$ cat src/rtl/mips_pkg.sv
// Shared MIPS datapath constants: widths, register indices, reset values.
// Used by reg_file_32x32 (optional REGFILE_WRITE_BYPASS_EN forwarding).
package mips_pkg;

   localparam int MIPS_DATA_W = 32;
   localparam int MIPS_ADDR_W = 5;

   localparam int REG_ZERO = 0;
   localparam int REG_SP   = 29;
   localparam int REG_RA   = 31;

   localparam logic [31:0] MIPS_SP_RESET = 32'h0000_3FFC;

   typedef logic [MIPS_ADDR_W-1:0] reg_idx_t;
   typedef logic [MIPS_DATA_W-1:0] word_t;

endpackage

$ cat src/rtl/reg_file_32x32_read_port.sv
// One combinational read port: $zero force and, when REGFILE_WRITE_BYPASS_EN
// is defined, same-cycle forwarding of the write port.
module regfile_read_port
   import mips_pkg::*;
#(
   parameter int DATA_W = MIPS_DATA_W,
   parameter int ADDR_W = MIPS_ADDR_W
) (
   input  logic [ADDR_W-1:0] read_reg,
   input  logic [DATA_W-1:0] stored,
`ifdef REGFILE_WRITE_BYPASS_EN
   input  logic              rst,
   input  logic              reg_write,
   input  logic [ADDR_W-1:0] write_reg,
   input  logic [DATA_W-1:0] write_data,
`endif
   output logic [DATA_W-1:0] read_data
);

   logic is_zero;

   assign is_zero = (read_reg == ADDR_W'(REG_ZERO));

`ifdef REGFILE_WRITE_BYPASS_EN
   logic hit;

   // Zero check wins, so index 0 is never forwarded.
   assign hit = !rst && reg_write && (write_reg == read_reg);

   always_comb begin
      read_data = stored;
      if (is_zero)
         read_data = '0;
      else if (hit)
         read_data = write_data;
   end
`else
   always_comb begin
      read_data = stored;
      if (is_zero)
         read_data = '0;
   end
`endif

endmodule

$ cat src/rtl/reg_file_32x32.sv
// MIPS architectural register file: 2 async read ports, 1 sync write port.
// Define REGFILE_WRITE_BYPASS_EN for read-after-write forwarding.
module reg_file_32x32
   import mips_pkg::*;
#(
   parameter int                DATA_W   = MIPS_DATA_W,
   parameter int                ADDR_W   = MIPS_ADDR_W,
   parameter logic [DATA_W-1:0] SP_RESET = DATA_W'(MIPS_SP_RESET)
) (
   input  logic              clk,
   input  logic              rst,
   input  logic              reg_write,
   input  logic [ADDR_W-1:0] write_reg,
   input  logic [DATA_W-1:0] write_data,
   input  logic [ADDR_W-1:0] read_reg1,
   input  logic [ADDR_W-1:0] read_reg2,
   output logic [DATA_W-1:0] read_data1,
   output logic [DATA_W-1:0] read_data2
);

   localparam int DEPTH = 2 ** ADDR_W;

   logic [DATA_W-1:0] regs [DEPTH];
   logic              wr_en;

   assign wr_en = reg_write && (write_reg != ADDR_W'(REG_ZERO));

   // Reset beats any write presented on the same edge.
   always_ff @(posedge clk) begin
      if (rst) begin
         for (int i = 0; i < DEPTH; i++)
            regs[i] <= (i == REG_SP) ? SP_RESET : '0;
      end else if (wr_en) begin
         regs[write_reg] <= write_data;
      end
   end

   regfile_read_port #(
      .DATA_W (DATA_W),
      .ADDR_W (ADDR_W)
   ) u_rp1 (
      .read_reg   (read_reg1),
      .stored     (regs[read_reg1]),
`ifdef REGFILE_WRITE_BYPASS_EN
      .rst        (rst),
      .reg_write  (reg_write),
      .write_reg  (write_reg),
      .write_data (write_data),
`endif
      .read_data  (read_data1)
   );

   regfile_read_port #(
      .DATA_W (DATA_W),
      .ADDR_W (ADDR_W)
   ) u_rp2 (
      .read_reg   (read_reg2),
      .stored     (regs[read_reg2]),
`ifdef REGFILE_WRITE_BYPASS_EN
      .rst        (rst),
      .reg_write  (reg_write),
      .write_reg  (write_reg),
      .write_data (write_data),
`endif
      .read_data  (read_data2)
   );

`ifndef SYNTHESIS
   a_we_known : assert property (@(posedge clk) !$isunknown(reg_write));
`endif

endmodule
$ cat config.mk
export PLATFORM = sky130hd
export DESIGN_NAME = reg_file_32x32
export DESIGN_NICKNAME = d
export VERILOG_FILES = /design/src/rtl/mips_pkg.sv /design/src/rtl/reg_file_32x32_read_port.sv /design/src/rtl/reg_file_32x32.sv
export SDC_FILE = /design/constraint.sdc
export NUM_CORES = 2
export LEC_CHECK = 0
export CORE_UTILIZATION = 30
export DETAILED_ROUTE_END_ITERATION = 8
export PLACE_DENSITY = 0.52
export SYNTH_ARGS = -nofsm -noshare
export SYNTH_HDL_FRONTEND = slang
export SYNTH_SLANG_ARGS = --single-unit
$ cat constraint.sdc
create_clock -name clk -period 8.05 [get_ports clk]
set_input_delay 2.415 -clock clk [delete_from_list [all_inputs] [get_ports clk]]
set_output_delay 2.415 -clock clk [all_outputs]
set_load 0.005 [all_outputs]
# --- Word level (Yosys, flattened, before mapping) ---
# Memory sizes are Yosys's and may differ from the RTL's.
# Cells that the tools add are included.
classes:
  n_reduce_logical: 5
  mux: 10
ops:
  columns: ["operator", "n"]
  rows:
  - ["2-to-1 mux 32 bit", 3]
  - ["OR reduction 32 bit", 1]
  - ["logical NOT 5 bit", 2]
  - ["2-to-1 mux 1 bit", 6]
  - ["2-to-1 mux 5 bit", 1]
  - ["nonzero test 5 bit", 1]
  - ["logical AND 1 bit", 1]
totals:
  ramBits: 1024
  wordCells: 16
  memories: 1
  input_bits: 50
  register_bits: 0
mem_list:
  columns: ["name", "words", "width", "rd", "rd_clocked_by_memory_dff", "wr", "line", "source"]
  rows:
  - ["regs", 32, 32, 2, 0, 32, "reg_file_32x32.sv:23", "logic [DATA_W-1:0] regs [DEPTH];"]

# --- Logic depth before layout (Yosys ltp) ---
depth:
  ltp_word: 7
  ltp_mapped: 9

# --- Modules after synthesis ---
# A second synthesis with hierarchy kept.
unflattened:
  cells_unflattened: 4687
  hier_area_um2: 56596.8
by_module_without_submodules:
  columns: ["mod", "seq_area_each_um2", "instances", "cells_per_inst", "area_per_inst_um2"]
  rows:
  - ["reg_file_32x32", 30749.5, 1, 4607, 55953.7]
  - ["regfile_read_port", 0.0, 2, 40, 321.6]

# --- Worst setup path after synthesis ---
# No wires, ideal clock.
synth_path:
  path_kind: "input -> output"
  from: "input port read_reg2[0]"
  to: "output port read_data2[10]"
  required_ns: 5.635
  arrival_time_ns: 3.872
  setup_slack_ns: 1.763
  path_buffers: 4
  cell_stages: 7
  cell_sequence: "buf_4 > buf_12 > buf_8 > buf_2 > mux4_2 > o21ai_1 > a31oi_1"
synth_between:
  elab_chain_cells: 2
  word_cells_on_any_way: 3
  classes_between: "mux: 1; reduce/logical: 1; memory: 1"
synth_lines:
  columns: ["item", "line", "source"]
  rows:
  - ["from (decl)", "reg_file_32x32.sv:16", "input logic [ADDR_W-1:0] read_reg2,"]
  - ["memory read (32 x 32 bit) or logical NOT 5 bit (tied branches)", null, null]
  - ["2-to-1 mux 32 bit *", "reg_file_32x32_read_port.sv:40", "if (is_zero)"]
  - ["to (decl)", "reg_file_32x32.sv:18", "output logic [DATA_W-1:0] read_data2"]
# Mark *: on every way between the ends. The rest lies on a longest branch, timed or not.

# --- Worst setup path in the final report ---
layout_path:
  from: "input port read_reg1[2]"
  to: "output port read_data1[18]"
layout_between:
  elab_chain_cells: 2
  word_cells_on_any_way: 3
  classes_between: "mux: 1; reduce/logical: 1; memory: 1"
layout_lines:
  columns: ["item", "line", "source"]
  rows:
  - ["from (decl)", "reg_file_32x32.sv:15", "input logic [ADDR_W-1:0] read_reg1,"]
  - ["memory read (32 x 32 bit) or logical NOT 5 bit (tied branches)", null, null]
  - ["2-to-1 mux 32 bit *", "reg_file_32x32_read_port.sv:40", null]
  - ["to (decl)", "reg_file_32x32.sv:17", "output logic [DATA_W-1:0] read_data1,"]
# Marked as above.

==> out/results.tsv <==
metric	value	unit
crit_type	input port to output port	
crit_fanout	56	
holdCritStartpoint	rst	
clock_sinks	1024	
grt_pass1_wl	281.0	mm
numCtsBuffers	113	
max_freq	126.8	MHz
cts_buffer_depth	3	
routed_wl	203.4	mm
p_switching	3.352	mW
yosys.area.top_type	edfxtp_1	
use_met1	28.64	%
worstMarginPinSlew	1.214	ns
cp.required	5.64	ns
post_drt_via_cell_ratio	5.567	
cts_root_buf	clkbuf_16	
place_inst	5915	
wl_per_cell	33.23	um
met3_usage	3.195	%
dr.pass1.iters	5	
pwr-share-comb	12.8	%
yosysSeqAreaShare	56.46	%
yosys_warnings	0	
ir_worst_vdd	0.0002061	V
post-dp-hpwl	123.9	mm
clk_pin_slew_worst_paths	0.06	ns
final_nets	3710	
largest_register_ffs	1024	
cts-resized-gates	0	
drv_cap	0	
seq_area	0.03075	mm2
power.density	210.1	mW/mm2
cts.htree.levels	3	
ys_types	37	
synth_edf_count	1024	
multiInputGateArea	0.02231	mm2
mostFrequentLayoutCells	edfxtp_1, and2_1, mux4_2	
worst_ep_arrival_time	5.47	ns
busiest_layer	met2	
globalRouteTotalUtil	21.81	%
drc	0	
layout_commonest_cell	edfxtp_1	
drive_gt1_share	25.30	%
largest-register	regs	
synth_area	0.05446	mm2
fillers	17120	
grt_max_degree	78	
numPortBuffers	113	
async_flop_share	0	%
sw_frac_of_total	25.42	%
netlist_instances	3581	
p_leak	21.26	nW
status	finished, final reports clean	
synth_flop_cell	edfxtp_1	
finalNonFillerCells	6120	
critPathLaunchType	input port	
synth_area_leaders	edfxtp_1, mux4_2, and2_1	
die-area	0.1832	mm2
maxSlewViolCount	0	
hold_class	input port to register	
vias	34070	
rsz0062_at_grt	false	
core	0.1805	mm2
antenna_found_initial	17	
die_w	428.1	um
power	13.19	mW
maxSlewHeadroom	18.79	%
clockPowerShare	39.3	%
row_count	156	
drt_iter0_markers	4226	
cts_tree	yes	
gp_congestion	0.8433	
p_seq_share	47.9	%
initial_core_util	30.16	%
overflow	0	
synth.top_cell.area_share	56.46	%
finalSetupViolations	0	
fin_crit_sh	97.96	%
grt_pass1_vias	34560	
post_cts_hold_buffer_count	0	
area_delta_synth_final	15.23	%
power.internal	9.833	mW
reg.largest.list	regs (1024)	
timing_hold_violations_final	0	
die_y	428.1	um
post_cts_buffers	0	
tns	0	ns
postRouteAntennaNets	0	
period_needed	7.886	ns
end_kind	output port	
syn_avg_cell_area	15.21	um2
startpoint	read_reg1[2]	
grtUsageMet2	36.50	%
ys_ff_latch	1024	
ios	114	
==> metal layers <==
metal / vias up / wire (um)
met3: 340 / 14380
met5: - / 13
met1: 18100 / 82060
met4: 2 / 7962
met2: 1617 / 98950
li1: 14010 / -
==> cell type report <==
cell class	count	share of cell area, %
clock inverter	67	0.9610
sequential	1024	49.00
tap	2370	4.725
antenna	3	0.01196
timing repair buffer	332	5.034
clock buffer	135	4.705
multi-input combinational	2187	35.54
inverter	2	0.01994
==> power by group through the flow <==
stage / Combinational [mW] / Sequential, mW / Clock (mW)
final: 1.68 / 6.32 / 5.18
after global routing: 1.75 / 6.35 / 5.43
after CTS: 1.70 / 6.31 / 5.23
after detailed placement: 1.69 / 6.42 / 0
after global placement: 1.69 / 6.41 / 0
after floorplan: 0.947 / 6.35 / 0
==> worst paths after layout <==
path	to	cells after the start
worst max-delay path	read_data1[18]	9
worst min-delay path	regs[0][20]	1
==> logic make-up after synthesis <==
| family | share of synthesized area (%) |
|---|---|
| flip-flops | 56.46 |
| AO/OA/AOI/OAI | 4.586 |
| AND/OR/NAND/NOR | 12.87 |
| other | 0.006886 |
| multiplexers | 22.72 |
| buffers and inverters | 3.354 |
==> synth_stat cells, types with 2 or more instances <==
| master | number |
|---|---|
| mux4_2 | 448 |
| nand4bb_1 | 2 |
| o21ai_0 | 56 |
| o2111ai_1 | 13 |
| buf_12 | 2 |
| buf_2 | 63 |
| nor2b_1 | 37 |
| buf_4 | 32 |
| inv_1 | 2 |
| a221oi_1 | 51 |
| nand3b_1 | 3 |
| a221o_1 | 32 |
| edfxtp_1 | 1024 |
| a211oi_1 | 32 |
| mux2i_1 | 192 |
| or3_1 | 13 |
| o21ai_1 | 27 |
| buf_1 | 2 |
| buf_8 | 4 |
| buf_6 | 6 |
| and2_1 | 982 |
| clkbuf_1 | 290 |
| nand2_1 | 28 |
| mux2_2 | 32 |
| a22oi_1 | 64 |
| a31oi_1 | 32 |
| or2_2 | 32 |
| nor2_1 | 40 |
| a311oi_1 | 32 |
==> worst max-delay path: stages <==
cell and delay [ns]:
buf_8 0.41, buf_12 0.25, buf_12 0.16, mux2i_1 0.09, nand2_1 0.07, o2111ai_1 0.36
a311oi_1 0.85, buf_4 0.22, clkdlybuf4s50_1 0.50
==> per-stage QoR <==
stage / hold slack (ns) / worst slack (ns) / area, um2 / utilization (%)
after global placement: 2.936 / 0.07501 / 59190 / 32.79
after detailed placement: 2.937 / 0.08677 / 59190 / 32.79
after CTS: 2.139 / 0.06986 / 62750 / 34.75
after global routing: 2.159 / 0.07879 / 62750 / 34.76
final: 2.186 / 0.1641 / 62760 / 34.76
after floorplan: 2.595 / 1.763 / 54580 / -
(Power assumes the default switching activity.)
